===== src/rtl/shifter_pipe_pkg.sv =====
// Shared types and stage-placement helpers for the pipelined barrel shifter.
package shifter_pkg;

  localparam int unsigned SH_MODE_W = 2;

  typedef enum logic [SH_MODE_W-1:0] {
    SH_SLL = 2'b00,
    SH_SRL = 2'b01,
    SH_SRA = 2'b10,
    SH_ROR = 2'b11
  } shift_mode_t;

  // Pipeline stage that owns mux level k.
  function automatic int unsigned stage_of_level(input int unsigned k,
                                                 input int unsigned shamt_w,
                                                 input int unsigned pipe_stages);
    return (k * pipe_stages) / shamt_w;
  endfunction

  // True when level k is the first level evaluated in its stage.
  function automatic bit level_starts_stage(input int unsigned k,
                                            input int unsigned shamt_w,
                                            input int unsigned pipe_stages);
    if (k == 0) return 1'b1;
    return stage_of_level(k - 1, shamt_w, pipe_stages) != stage_of_level(k, shamt_w, pipe_stages);
  endfunction

  // True when level k is the last level before its stage register.
  function automatic bit level_ends_stage(input int unsigned k,
                                          input int unsigned shamt_w,
                                          input int unsigned pipe_stages);
    if (k + 1 >= shamt_w) return 1'b1;
    return stage_of_level(k + 1, shamt_w, pipe_stages) != stage_of_level(k, shamt_w, pipe_stages);
  endfunction

endpackage


===== src/rtl/shifter_pipe_level.sv =====
// One barrel-shifter mux level: shifts by DIST when en is set.
// Rotate support is built only when SHIFTER_PIPE_ROTATE_EN is defined;
// otherwise mode SH_ROR behaves as SLL.
module shifter_level
  import shifter_pkg::*;
#(
  parameter int unsigned WORD = 32,
  parameter int unsigned DIST = 1
) (
  input  logic [WORD-1:0] data_i,
  input  logic            en,
  input  shift_mode_t     mode,
  output logic [WORD-1:0] data_o
);

  // Select shifted or unshifted word for this level.
  always_comb begin
    data_o = data_i;
    if (en) begin
      case (mode)
        SH_SLL: data_o = data_i << DIST;
        SH_SRL: data_o = data_i >> DIST;
        SH_SRA: data_o = $signed(data_i) >>> DIST;
`ifdef SHIFTER_PIPE_ROTATE_EN
        SH_ROR: data_o = {data_i[DIST-1:0], data_i[WORD-1:DIST]};
`else
        SH_ROR: data_o = data_i << DIST;
`endif
        default: data_o = data_i;
      endcase
    end
  end

endmodule


===== src/rtl/shifter_pipe.sv =====
// Pipelined barrel shifter (SLL/SRL/SRA, optional ROR) with valid/ready
// backpressure and a pass-through tag. Optional rotate: SHIFTER_PIPE_ROTATE_EN.
module shifter_pipe
  import shifter_pkg::*;
#(
  parameter int unsigned WORD        = 32,
  parameter int unsigned SHAMT_W     = $clog2(WORD),
  parameter int unsigned PIPE_STAGES = 2,
  parameter int unsigned TAG_W       = 5
) (
  input  logic                 clk,
  input  logic                 rst_n,
  input  logic                 flush,
  input  logic                 in_valid,
  output logic                 in_ready,
  input  logic [WORD-1:0]      in_data,
  input  logic [SHAMT_W-1:0]   in_shamt,
  input  logic [SH_MODE_W-1:0] in_mode,
  input  logic [TAG_W-1:0]     in_tag,
  output logic                 out_valid,
  input  logic                 out_ready,
  output logic [WORD-1:0]      out_data,
  output logic [TAG_W-1:0]     out_tag
);

  localparam int unsigned LAST = PIPE_STAGES - 1;

  logic [PIPE_STAGES-1:0] v_q, v_d;
  logic [WORD-1:0]        data_q  [PIPE_STAGES];
  logic [WORD-1:0]        data_d  [PIPE_STAGES];
  logic [SHAMT_W-1:0]     shamt_q [PIPE_STAGES];
  logic [SHAMT_W-1:0]     shamt_d [PIPE_STAGES];
  shift_mode_t            mode_q  [PIPE_STAGES];
  shift_mode_t            mode_d  [PIPE_STAGES];
  logic [TAG_W-1:0]       tag_q   [PIPE_STAGES];
  logic [TAG_W-1:0]       tag_d   [PIPE_STAGES];

  logic [WORD-1:0]        stg_data_in  [PIPE_STAGES];
  logic [SHAMT_W-1:0]     stg_shamt_in [PIPE_STAGES];
  shift_mode_t            stg_mode_in  [PIPE_STAGES];
  logic [TAG_W-1:0]       stg_tag_in   [PIPE_STAGES];
  logic [WORD-1:0]        stg_data_out [PIPE_STAGES];

  logic [PIPE_STAGES-1:0] adv, ld;
  logic                   down_ok, up_ld;

  // Stage s is fed by the input port (s = 0) or by the previous stage register.
  always_comb begin
    stg_data_in[0]  = in_data;
    stg_shamt_in[0] = in_shamt;
    stg_mode_in[0]  = shift_mode_t'(in_mode);
    stg_tag_in[0]   = in_tag;
    for (int s = 1; s < int'(PIPE_STAGES); s++) begin
      stg_data_in[s]  = data_q[s-1];
      stg_shamt_in[s] = shamt_q[s-1];
      stg_mode_in[s]  = mode_q[s-1];
      stg_tag_in[s]   = tag_q[s-1];
    end
  end

  // Mux levels, chained within a stage and split at stage boundaries.
  for (genvar k = 0; k < SHAMT_W; k++) begin : g_lvl
    localparam int unsigned ST = stage_of_level(k, SHAMT_W, PIPE_STAGES);
    logic [WORD-1:0] d_in;
    logic [WORD-1:0] d_out;

    if (level_starts_stage(k, SHAMT_W, PIPE_STAGES)) begin : g_head
      assign d_in = stg_data_in[ST];
    end else begin : g_chain
      assign d_in = g_lvl[k-1].d_out;
    end

    shifter_level #(
      .WORD (WORD),
      .DIST (1 << k)
    ) u_level (
      .data_i (d_in),
      .en     (stg_shamt_in[ST][k]),
      .mode   (stg_mode_in[ST]),
      .data_o (d_out)
    );

    if (level_ends_stage(k, SHAMT_W, PIPE_STAGES)) begin : g_tail
      assign stg_data_out[ST] = d_out;
    end
  end

  // Backpressure chain from out_ready toward the input, then load enables forward.
  always_comb begin
    adv     = '0;
    ld      = '0;
    down_ok = out_ready;
    up_ld   = 1'b0;
    for (int i = int'(PIPE_STAGES) - 1; i >= 0; i--) begin
      adv[i]  = v_q[i] & down_ok;
      down_ok = ~v_q[i] | adv[i];
    end
    in_ready = down_ok;
    up_ld    = in_valid & down_ok;
    for (int i = 0; i < int'(PIPE_STAGES); i++) begin
      ld[i] = up_ld;
      up_ld = adv[i];
    end
  end

  // Next-state for each stage: load on transfer, hold otherwise; flush empties all.
  always_comb begin
    v_d = '0;
    for (int s = 0; s < int'(PIPE_STAGES); s++) begin
      v_d[s]     = ~flush & (ld[s] | (v_q[s] & ~adv[s]));
      data_d[s]  = data_q[s];
      shamt_d[s] = shamt_q[s];
      mode_d[s]  = mode_q[s];
      tag_d[s]   = tag_q[s];
      if (ld[s]) begin
        data_d[s]  = stg_data_out[s];
        shamt_d[s] = stg_shamt_in[s];
        mode_d[s]  = stg_mode_in[s];
        tag_d[s]   = stg_tag_in[s];
      end
    end
  end

  // Stage registers.
  always_ff @(posedge clk or negedge rst_n) begin
    if (!rst_n) begin
      v_q <= '0;
      for (int s = 0; s < int'(PIPE_STAGES); s++) begin
        data_q[s]  <= '0;
        shamt_q[s] <= '0;
        mode_q[s]  <= SH_SLL;
        tag_q[s]   <= '0;
      end
    end else begin
      v_q <= v_d;
      for (int s = 0; s < int'(PIPE_STAGES); s++) begin
        data_q[s]  <= data_d[s];
        shamt_q[s] <= shamt_d[s];
        mode_q[s]  <= mode_d[s];
        tag_q[s]   <= tag_d[s];
      end
    end
  end

  assign out_valid = v_q[LAST];
  assign out_data  = data_q[LAST];
  assign out_tag   = tag_q[LAST];

endmodule


===== config.mk =====
export PLATFORM = sky130hd
export DESIGN_NAME = shifter_pipe
export DESIGN_NICKNAME = d
export VERILOG_FILES = /design/src/rtl/shifter_pipe_pkg.sv /design/src/rtl/shifter_pipe_level.sv /design/src/rtl/shifter_pipe.sv
export SDC_FILE = /design/constraint.sdc
export NUM_CORES = 1
export LEC_CHECK = 0
export ABC_CLOCK_PERIOD_IN_PS = 2650
export BUFFER_PORTS_ARGS = -buffer_cell sky130_fd_sc_hd__buf_2
export CAP_MARGIN = 20
export CELL_PAD_IN_SITES_DETAIL_PLACEMENT = 1
export CELL_PAD_IN_SITES_GLOBAL_PLACEMENT = 1
export CORE_MARGIN = 2
export CORE_UTILIZATION = 32
export CTS_CLUSTER_SIZE = 40
export DETAILED_ROUTE_END_ITERATION = 6
export HOLD_SLACK_MARGIN = 0.12
export MAX_ROUTING_LAYER = met4
export PLACE_DENSITY = 0.69
export SETUP_SLACK_MARGIN = 0.02
export SLEW_MARGIN = 20
export SYNTH_ARGS = -nofsm -noshare
export SYNTH_HDL_FRONTEND = slang
export SYNTH_SLANG_ARGS = --single-unit

===== constraint.sdc =====
create_clock -name clk -period 2.65 [get_ports clk]
set_input_delay 0.265 -clock clk [delete_from_list [all_inputs] [get_ports clk]]
set_output_delay 0.265 -clock clk [all_outputs]
set_load 0.005 [all_outputs]

==> results by group, run 1 <==
Logic synthesis
  • Top-count cell post-synth: nand2_1
  • Mapped Cells: around 790
  • Post-synth EDFFs: 0
  • Top cells by count, synth: nand2_1 (88), a21oi_1 (81), dfrtp_1 (80)
  • Main area contributors after synthesis: dfrtp_1 (33%), a21oi_1 (6.6%), o21ai_0 (5.9%), nand2_1 (5.4%), nor2_1 (4.7%)
  • Synth top area share: 32.77%
  • Yosys reg bits: 80
  • Post-synth design cell area: between 6000 and 7000 um^2
  • Ys async rst share: 100.0%
  • Yosys top cell by area: dfrtp_1
  • Yosys cell types: 55
  • Synth Flop Type: dfrtp_1
  • Syn nets: 840
  • Post-Syn Area per Cell: approximately 7.8 um^2
  • Sequential element share of the synthesized area: 32.77%
  • Syn. warnings: 0

Critical path
  • Worst R2R Setup Slack: ~0.43 ns
  • Worst Path Required: ~2.9 ns
  • FF-to-FF Start: mode_q[2]$_DFFE_PN0P_
  • Most used cell, CP: buf_4
  • CP max stage delay: approximately 0.48 ns
  • FF-to-FF End: out_data[27]$_DFFE_PN0P_
  • Critical-path cell list: buf_2, inv_1, ha_1, or2_1, a222oi_1, buf_4, o32ai_1, nor4_1, buf_4, o21ai_1, o21a_1
  • Crit Path Class: input port to register
  • Reg2Reg Depth: 9
  • CP arrival: about 2.7 ns
  • Crit-path max FO: 11
  • Worst path slowest cell: nor4_1
  • Crit path capture type: register
  • Worst setup SP type: input port

Finish
  • Final Non-Filler Cells: roughly 1100
  • Antenna fix cells: 0
  • Nets: 950
  • Layout Area Growth over Synthesis: 23.92%
  • Util after Layout: 40.47%
  • Layout cells sized above 1: between 20% and 30%

Placed design
  • Placed Instances: around 1100
  • Placed wire-length estimate: around 19000 um
  • Port Buf Inserts: slightly below 90
  • Routability congestion estimate: 0.9736

STA
  • RSZ-0062 raised after global routing: false
  • Slew Limit Fails: 0
  • Fin crit share: around 92%
  • Final min period: approximately 2.4 ns
  • Max Freq: ~410 MHz
  • Setup violations, final: 0
  • Hold Vio Cnt, Final: 0
  • Skew final: 0.01044 ns
  • Slew HR: 44.23%
  • Worst-Margin Slew: roughly 0.83 ns

Pwr
  • Power Density: a little under 600 nW/um^2
  • Overall Power: around 4500 uW
  • LEAKAGE: between 0.003 and 0.004 uW
  • VDD IR-drop max: roughly 280 uV

Floorplanning
  • Core area: roughly 19000 um^2
  • Die area: ~20000 um^2
  • IO Pins: between 80 and 90
  • Die Y: between 100 and 150 um
  • Initial Utilization: between 30 and 40%
  • Die X: approximately 140 um
  • Rows: 50

Clocking
  • CTS Root Cell: clkbuf_16
  • Clock Path Buffers: 2
  • # resized after CTS: 0
  • CTS tree: done
  • TritonCTS Sinks: 80
  • Clk slew on worst S/H paths: ~0.06 ns
  • H-tree depth: 3
  • Clk Latency, worst-skew pair: 0.35 ns
  • Cts bufs inserted: 9

Drt
  • DR pass1 iterations: 6
  • DRC errors left: 0
  • Via density: 6.113
  • WL final: approximately 25000 um
  • Antenna Nets Post-Route: 0
  • Routed WL per cell: between 20 and 25 um
  • Via count: just under 7000
  • Iteration-0 DRC Markers: roughly 660

Hold path
  • HP Class: input port to register
  • Hold path startpoint: in_shamt[3]
  • WHS Path Cells: 3
  • Hold EP: shamt_q[8]$_DFFE_PN0P_

Global route
  • Largest net degree at the start of global routing: 54
  • Number of global-route vias before repair: slightly below 7000
  • Total grt overflow: 0
  • Initial antenna violation count: 0
  • First-pass GRT wire length: ~40000 um
  • Total Routing Usage GR: 26.14%

Run status
  • Status: complete, no violations

Job
  • Max Cap Violations: 0
[routing by layer]
metal  track usage (%)  vias up  wire length (um)
met3             3.701       52              1278
met1             36.21     3431             11740
li1                  -     3193                 -
met5                 -        -                 0
met4             7.895        0               674
met2             39.74      268             11500
[worst max path at each step]
stage | startpoint | endpoint | slack [ns] | cells past startpoint
5_1_grt | in_mode[1] | g_lvl[3].d_in[8]$_DFFE_PN0P_ | 0.08 | 11
4_1_cts | in_mode[0] | g_lvl[3].d_in[8]$_DFFE_PN0P_ | 0.22 | 11
2_1_floorplan | in_mode[0] | g_lvl[3].d_in[11]$_DFFE_PN0P_ | 0.47 | 9
3_5_place_dp | in_mode[0] | g_lvl[3].d_in[8]$_DFFE_PN0P_ | -0.11 | 11
6_report | in_mode[0] | g_lvl[3].d_in[8]$_DFFE_PN0P_ | 0.22 | 11
3_3_place_gp | in_mode[1] | g_lvl[3].d_in[8]$_DFFE_PN0P_ | -0.07 | 11
[area by class of cell]
cell class	instances	area (um^2)
multi-input cells	613	3739
fillers	2320	11140
clock buffers	10	239.0
clock inverters	6	50.05
well taps	234	292.8
repair buffers	172	1169
inverters	21	78.83
flip-flops and latches	80	2002
[kinds of logic after synthesis]
kind of cell / after synthesis / share of synthesized area, %
AOI/OAI and AO/OA: 371 / 41.83
adders and majority gates: 4 / 0.8194
buffers and inverters: 94 / 6.247
DFF: 80 / 32.77
muxes: 5 / 0.9217
and+or+nand+nor: 233 / 17.41
[where the power goes]
| group | internal (uW) | total (uW) | switching (uW) |
|---|---|---|---|
| clock network | 671 | 1240 | 570 |
| logic | 671 | 1600 | 933 |
| registers | 1430 | 1610 | 180 |
| total | 2780 | 4460 | 1680 |
[flip-flops by register name (all words and copies together) (netlist names)]
signal      count
mode_q          2
v_q             2
g_lvl.d_in     32
stg_tag_in      5
shamt_q         2
out_tag         5
out_data       32
[repair_timing]
item                      CTS  global route
hold endpoints to repair   44             0
hold buffers                7             0
buffers inserted            0             0
[critical path: cells and delay by family]
family                   cells  cell delay, ns
AO/OA/AOI/OAI                4            0.68
adder cells (fa/ha/maj)      1            0.25
buffers and inverters        4            0.58
AND/OR/NAND/NOR              2            0.90
[layout by cell type, fill, tap and decap left out, types with 6 or more instances in the layout]
cell type / count
nand2_1: 88
nor3_1: 6
a221o_1: 7
and3_1: 8
o22a_1: 17
buf_12: 6
dlygate4sd3_1: 7
o2bb2ai_1: 8
a2bb2oi_1: 8
o21ai_0: 72
a22oi_1: 18
nand2b_1: 8
clkbuf_16: 9
a221oi_1: 22
a21boi_0: 13
and2_1: 8
o22ai_1: 27
o211a_1: 6
buf_4: 73
buf_2: 86
inv_1: 21
nor2_1: 77
a32oi_1: 6
a21oi_1: 80
o221ai_1: 9
o21a_1: 17
o32ai_1: 8
dfrtp_1: 80
nor2b_1: 22
a211oi_1: 12
[per-stage QoR]
step	hold WS (ns)	instance area (um^2)	setup TNS, ns	setup WS (ns)
floorplan	-0.03059	6108	0	0.4709
global placement	0.3065	7211	-0.07211	-0.07211
detailed placement	0.2995	7211	-0.1210	-0.1078
CTS	0.1346	7570	0	0.2245
global route	0.1462	7570	0	0.08489
finish	0.1404	7570	0	0.2158
Note: power is estimated with default switching activity, not from simulation.
==> run 2, diff against run 1 <==
RECOVER_POWER = 25   (was default)
==> run 2 against run 1 <==
Power shrank 0.12%. Critical path depth unchanged. Utilization is 0.060 points lower. Maximum frequency is essentially flat. Register-to-register slack hardly changed. Sequential share of layout area hardly changed. Highest routed layer unchanged.
==> results by group, run 2 (synthesis results as in run 1) <==
Floorplanning
  • Rows: 50
  • Initial Utilization: 32.66%
  • Die Y: about 140 um
  • Die area: 20210 um^2
  • IO Pins: 88
  • Core area: ~19000 um^2
  • Die X: 142.2 um

Drt
  • Via count: approximately 6900
  • Iteration-0 DRC Markers: 662
  • DR pass1 iterations: 6
  • Antenna Nets Post-Route: 0
  • WL final: 25190 um
  • Via density: 6.114
  • DRC errors left: 0
  • Routed WL per cell: ~22 um

Finish
  • Layout cells sized above 1: a little over a fifth
  • Fillers: between 2000 and 2500
  • Antenna fix cells: 0
  • Multi-input gate area: around 3700 um^2
  • Nets: 950
  • Most common cell after layout, fill and taps aside: nand2_1
  • Layout Area Growth over Synthesis: 23.74%
  • Register area: ~2000 um^2
  • Most frequent cells in the layout: nand2_1 (88), a21oi_1 (80), dfrtp_1 (80)

Pwr
  • VDD IR-drop max: ~280 uV
  • P_int: roughly 2800 uW
  • Gate power share: roughly 36%
  • Clk network pwr share: 27.9%
  • Net Sw Frac: about 38%
  • Sw Pwr: about 1700 uW
  • Reg power frac: between 30 and 40%
  • LEAKAGE: 0.003273 uW
  • Power Density: 589.4 nW/um^2

Critical path
  • Crit path capture type: register
  • CP arrival: approximately 2.7 ns
  • Crit-path max FO: 11
  • Worst Path Required: between 2 and 3 ns
  • Worst setup SP type: input port
  • Crit Path Class: input port to register

STA
  • Slew HR: roughly a quarter
  • Setup slack after layout: roughly 0.22 ns
  • Skew final: approximately 0.010 ns
  • Max Freq: approximately 410 MHz
  • RSZ-0062 raised after global routing: false
  • Worst-Margin Slew: 1.120 ns
  • Final min period: around 2.4 ns
  • Slew Limit Fails: 0
  • Hold Vio Cnt, Final: 0
  • Setup TNS: 0 ns
  • Setup violations, final: 0
  • Fin crit share: about nine tenths

Clocking
  • # resized after CTS: 0
  • Post-CTS Setup Inserts: 0
  • Hold_buf cts: 7
  • Clk slew on worst S/H paths: about 0.06 ns
  • Clock Path Buffers: 2
  • TritonCTS Sinks: 80
  • Clk Latency, worst-skew pair: about 0.35 ns
  • Cts bufs inserted: 9
  • CTS Root Cell: clkbuf_16
  • CTS tree: done
  • H-tree depth: 3

Global route
  • Largest net degree at the start of global routing: 54
  • First-pass GRT wire length: ~40000 um
  • Total grt overflow: 0
  • Total Routing Usage GR: a little over a quarter
  • Initial antenna violation count: 0
  • Number of global-route vias before repair: between 6000 and 7000

Run status
  • Status: complete, no violations

Placed design
  • Placed wire-length estimate: between 15000 and 20000 um
  • DP Worst Slack: -0.1078 ns
  • Routability congestion estimate: 0.9736
  • Port Buf Inserts: slightly below 90

Job
  • Max Cap Violations: 0

Hold path
  • HP Class: input port to register
## run 2: cell types whose count changed in the layout (fill, tap and decap cells not counted), sizes merged
cell,change
clkbuf,+8
buf,-8
## run 2: cell type report
cell class | instances | area share [%]
clock buffers | 10 | 3.162
flip-flops and latches | 80 | 26.49
well taps | 234 | 3.874
inverters | 21 | 1.043
multi-input cells | 613 | 49.46
clock inverters | 6 | 0.6621
repair buffers | 172 | 15.31
## run 2: layer usage
layer	track usage [%]	vias up	wire length, um
li1	-	3193	-
met1	36.21	3432	11740
met2	39.74	268	11500
met3	3.701	52	1279
met4	7.895	0	674
met5	-	-	0
## run 2: path summary, 6_finish.rpt
kind	from	to	slack, ns	depth (start not counted)
max in group asynchronous	rst_n	shamt_q[9]$_DFFE_PN0P_	1.17	3
min in group asynchronous	rst_n	g_lvl[3].d_in[20]$_DFFE_PN0P_	0.67	2
worst min register to register	out_data[4]$_DFFE_PN0P_	out_data[4]$_DFFE_PN0P_	0.48	2
worst min-delay path	in_shamt[3]	shamt_q[8]$_DFFE_PN0P_	0.14	3
worst max-delay path	in_mode[0]	g_lvl[3].d_in[8]$_DFFE_PN0P_	0.22	11
worst max register to register	mode_q[2]$_DFFE_PN0P_	out_data[27]$_DFFE_PN0P_	0.43	9
## run 2: critical path: stages
cell      delay, ns
buf_2          0.11
inv_1          0.04
ha_1           0.25
or2_1          0.42
a222oi_1       0.43
buf_4          0.23
o32ai_1        0.09
nor4_1         0.48
buf_4          0.20
o21ai_1        0.06
o21a_1         0.10
## run 2: power by group through the flow
stage / logic [uW] / clock network, uW / registers (uW)
global placement: 1550 / 0 / 1630
global route: 1760 / 1310 / 1640
detailed placement: 1570 / 0 / 1640
finish: 1600 / 1240 / 1610
CTS: 1590 / 1270 / 1610
floorplan: 893 / 0 / 1580
## run 2: stage by stage
step / instances / hold WS [ns] / power [uW] / utilization, % / cell area, um^2
after global routing: 1136 / 0.1462 / 4706 / 40.41 / 7559
after detailed placement: 1113 / 0.2995 / 3211 / 38.55 / 7211
after global placement: 1113 / 0.3065 / 3180 / 38.55 / 7211
after CTS: 1136 / 0.1346 / 4470 / 40.47 / 7570
final: 1136 / 0.1405 / 4455 / 40.41 / 7559
after floorplan: 787 / -0.03059 / 2477 / - / 6108
==> run 3, diff against run 2 <==
CORE_MARGIN = 4   (was 2)
==> run 3 against run 2 <==
The flow now finishes with violations (capacitance limit, slew limit). First-iteration DRC count shrank 11%. Sequential cell count is the same. Clock power up 15%. Final area up 0.91%.
==> results by group, run 3 (synthesis results as in run 1) <==
Finish
  • Fillers: ~2300
  • Nets: ~960
  • Util after Layout: slightly above 40%
  • Final Non-Filler Cells: ~1100
  • Antenna fix cells: 0
  • Most frequent cells in the layout: nand2_1 (88), buf_2 (87), buf_4 (84)
  • Layout cells sized above 1: between 20% and 30%
  • Final instance area: roughly 7600 um^2
  • Most common cell after layout, fill and taps aside: nand2_1
  • Layout Area Growth over Synthesis: 24.87%

Floorplanning
  • IO Pins: slightly below 90
  • Initial Utilization: between 30 and 40%
  • Die area: 21360 um^2
  • Die Y: between 100 and 150 um
  • Core area: ~19000 um^2
  • Rows: 50
  • Die X: around 150 um

Clocking
  • TritonCTS Sinks: 80
  • Clk Latency, worst-skew pair: approximately 0.35 ns
  • Cts bufs inserted: 9
  • CTS Root Cell: clkbuf_16
  • Clk slew on worst S/H paths: ~0.070 ns
  • H-tree depth: 3
  • Clock Path Buffers: 2
  • CTS tree: done

STA
  • Slew HR: -22.42%
  • Max Freq: between 400 and 500 MHz
  • Worst-Margin Slew: around 1.8 ns
  • Hold Vio Cnt, Final: 0
  • Hold WS: ~0.12 ns
  • Fin crit share: between 90% and 100%
  • Setup violations, final: 0
  • Final min period: ~2.4 ns
  • Slew Limit Fails: 81
  • Skew final: between 0.015 and 0.02 ns
  • RSZ-0062 raised after global routing: false

Global route
  • First-pass GRT wire length: just over 40000 um
  • Largest net degree at the start of global routing: between 80 and 90
  • Initial antenna violation count: 0
  • Total Routing Usage GR: 24.15%
  • Number of global-route vias before repair: ~7200
  • Total grt overflow: 0

Drt
  • WL final: roughly 25000 um
  • Iteration-0 DRC Markers: 587
  • Routed WL per cell: about 22 um
  • Via density: a little over 6
  • DR pass1 iterations: 5
  • DRC errors left: 0
  • Antenna Nets Post-Route: 0
  • Via count: between 6000 and 7000

Hold path
  • HP Class: input port to register

Critical path
  • Worst Path Required: around 2.9 ns
  • Critical-path cell list: buf_2, inv_1, ha_1, buf_4, and4b_1, a221o_1, a211oi_1, o21ai_0, o32a_1
  • Crit path max-delay family: compound AO/OA/AOI/OAI gates
  • CP arrival: approximately 2.7 ns
  • CP max stage delay: 0.66 ns
  • Crit Path Class: input port to register
  • Crit path capture type: register
  • CP Buf/Inv Count: 3
  • Crit-path max FO: 18
  • Worst setup SP type: input port
  • Worst path slowest cell: a211oi_1

Job
  • Max Cap Violations: 1

Pwr
  • Power Density: 608.4 nW/um^2
  • LEAKAGE: roughly 0.0034 uW
  • VDD IR-drop max: 249.3 uV

Placed design
  • Placed wire-length estimate: approximately 19000 um
  • Dpl cell area: approximately 7200 um^2
  • Routability congestion estimate: 0.9507
  • Port Buf Inserts: between 80 and 90
  • Placed Instances: around 1100

Run status
  • Failing checks: capacitance limit, slew limit
  • Status: finished, violations left
[run 3: cell types whose count changed in the layout (fill, tap and decap cells not counted), sizes merged]
cell	change
clkinv	-2
clkinvlp	-2
buf	+16
clkbuf	-8
inv	+3
bufinv	+2
[run 3: worst register-to-register path, delay by kind of cell (launching register included)]
kind	cells	cell delay, ns
buffers and inverters	2	0.31
AND/OR/NAND/NOR	1	0.17
AO/OA/AOI/OAI	5	1.03
adder cells (fa/ha/maj)	1	0.37
flip-flops	1	0.35
[run 3: power by group]
group	internal [uW]	switching, uW
clock	846	576
combinational	673	933
sequential	1430	179
[run 3: final timing paths]
path / to / slack [ns] / start / depth (start not counted)
setup / recovery: g_lvl[3].d_in[24]$_DFFE_PN0P_ / 0.22 / in_mode[1] / 9
hold / removal: shamt_q[9]$_DFFE_PN0P_ / 0.12 / in_shamt[4] / 3
setup reg to reg: out_data[27]$_DFFE_PN0P_ / 0.36 / mode_q[2]$_DFFE_PN0P_ / 9
hold reg to reg: stg_tag_in[2]$_DFFE_PN0P_ / 0.47 / stg_tag_in[2]$_DFFE_PN0P_ / 2
max in group asynchronous: g_lvl[3].d_in[21]$_DFFE_PN0P_ / 0.47 / rst_n / 3
min in group asynchronous: g_lvl[3].d_in[17]$_DFFE_PN0P_ / 1.05 / rst_n / 3
[run 3: area by class of cell]
class / count / area (um^2) / area share [%]
multi-input combinational: 613 / 3739 / 49.02
sequential: 80 / 2002 / 26.25
timing repair buffer: 181 / 1184 / 15.52
tap: 234 / 292.8 / 3.839
clock buffer: 9 / 225.2 / 2.953
clock inverter: 7 / 106.4 / 1.394
inverter: 21 / 78.83 / 1.033
[run 3: repair_timing]
| item | in CTS | in global routing |
|---|---|---|
| setup buffers | 0 | 0 |
| setup endpoints to repair | 0 | 2 |
| resized for setup | 0 | 1 |
| hold buffers | 7 | 0 |
| hold endpoints to repair | 87 | 0 |
[run 3: per-stage QoR]
step / setup WS, ns / power, uW / TNS [ns]
6_report: 0.2249 / 4641 / 0
5_1_grt: 0.09743 / 4917 / 0
4_1_cts: 0.2050 / 4655 / 0
3_5_place_dp: -0.02257 / 3211 / -0.02257
3_3_place_gp: -0.008410 / 3175 / -0.008410
2_1_floorplan: 0.4709 / 2477 / 0
[run 3: layer usage]
metal | global-route usage [%] | wire, um
met2 | 36.95 | 11540
met4 | 7.197 | 646
met3 | 4.904 | 1605
met5 | - | 0
met1 | 32.40 | 11370
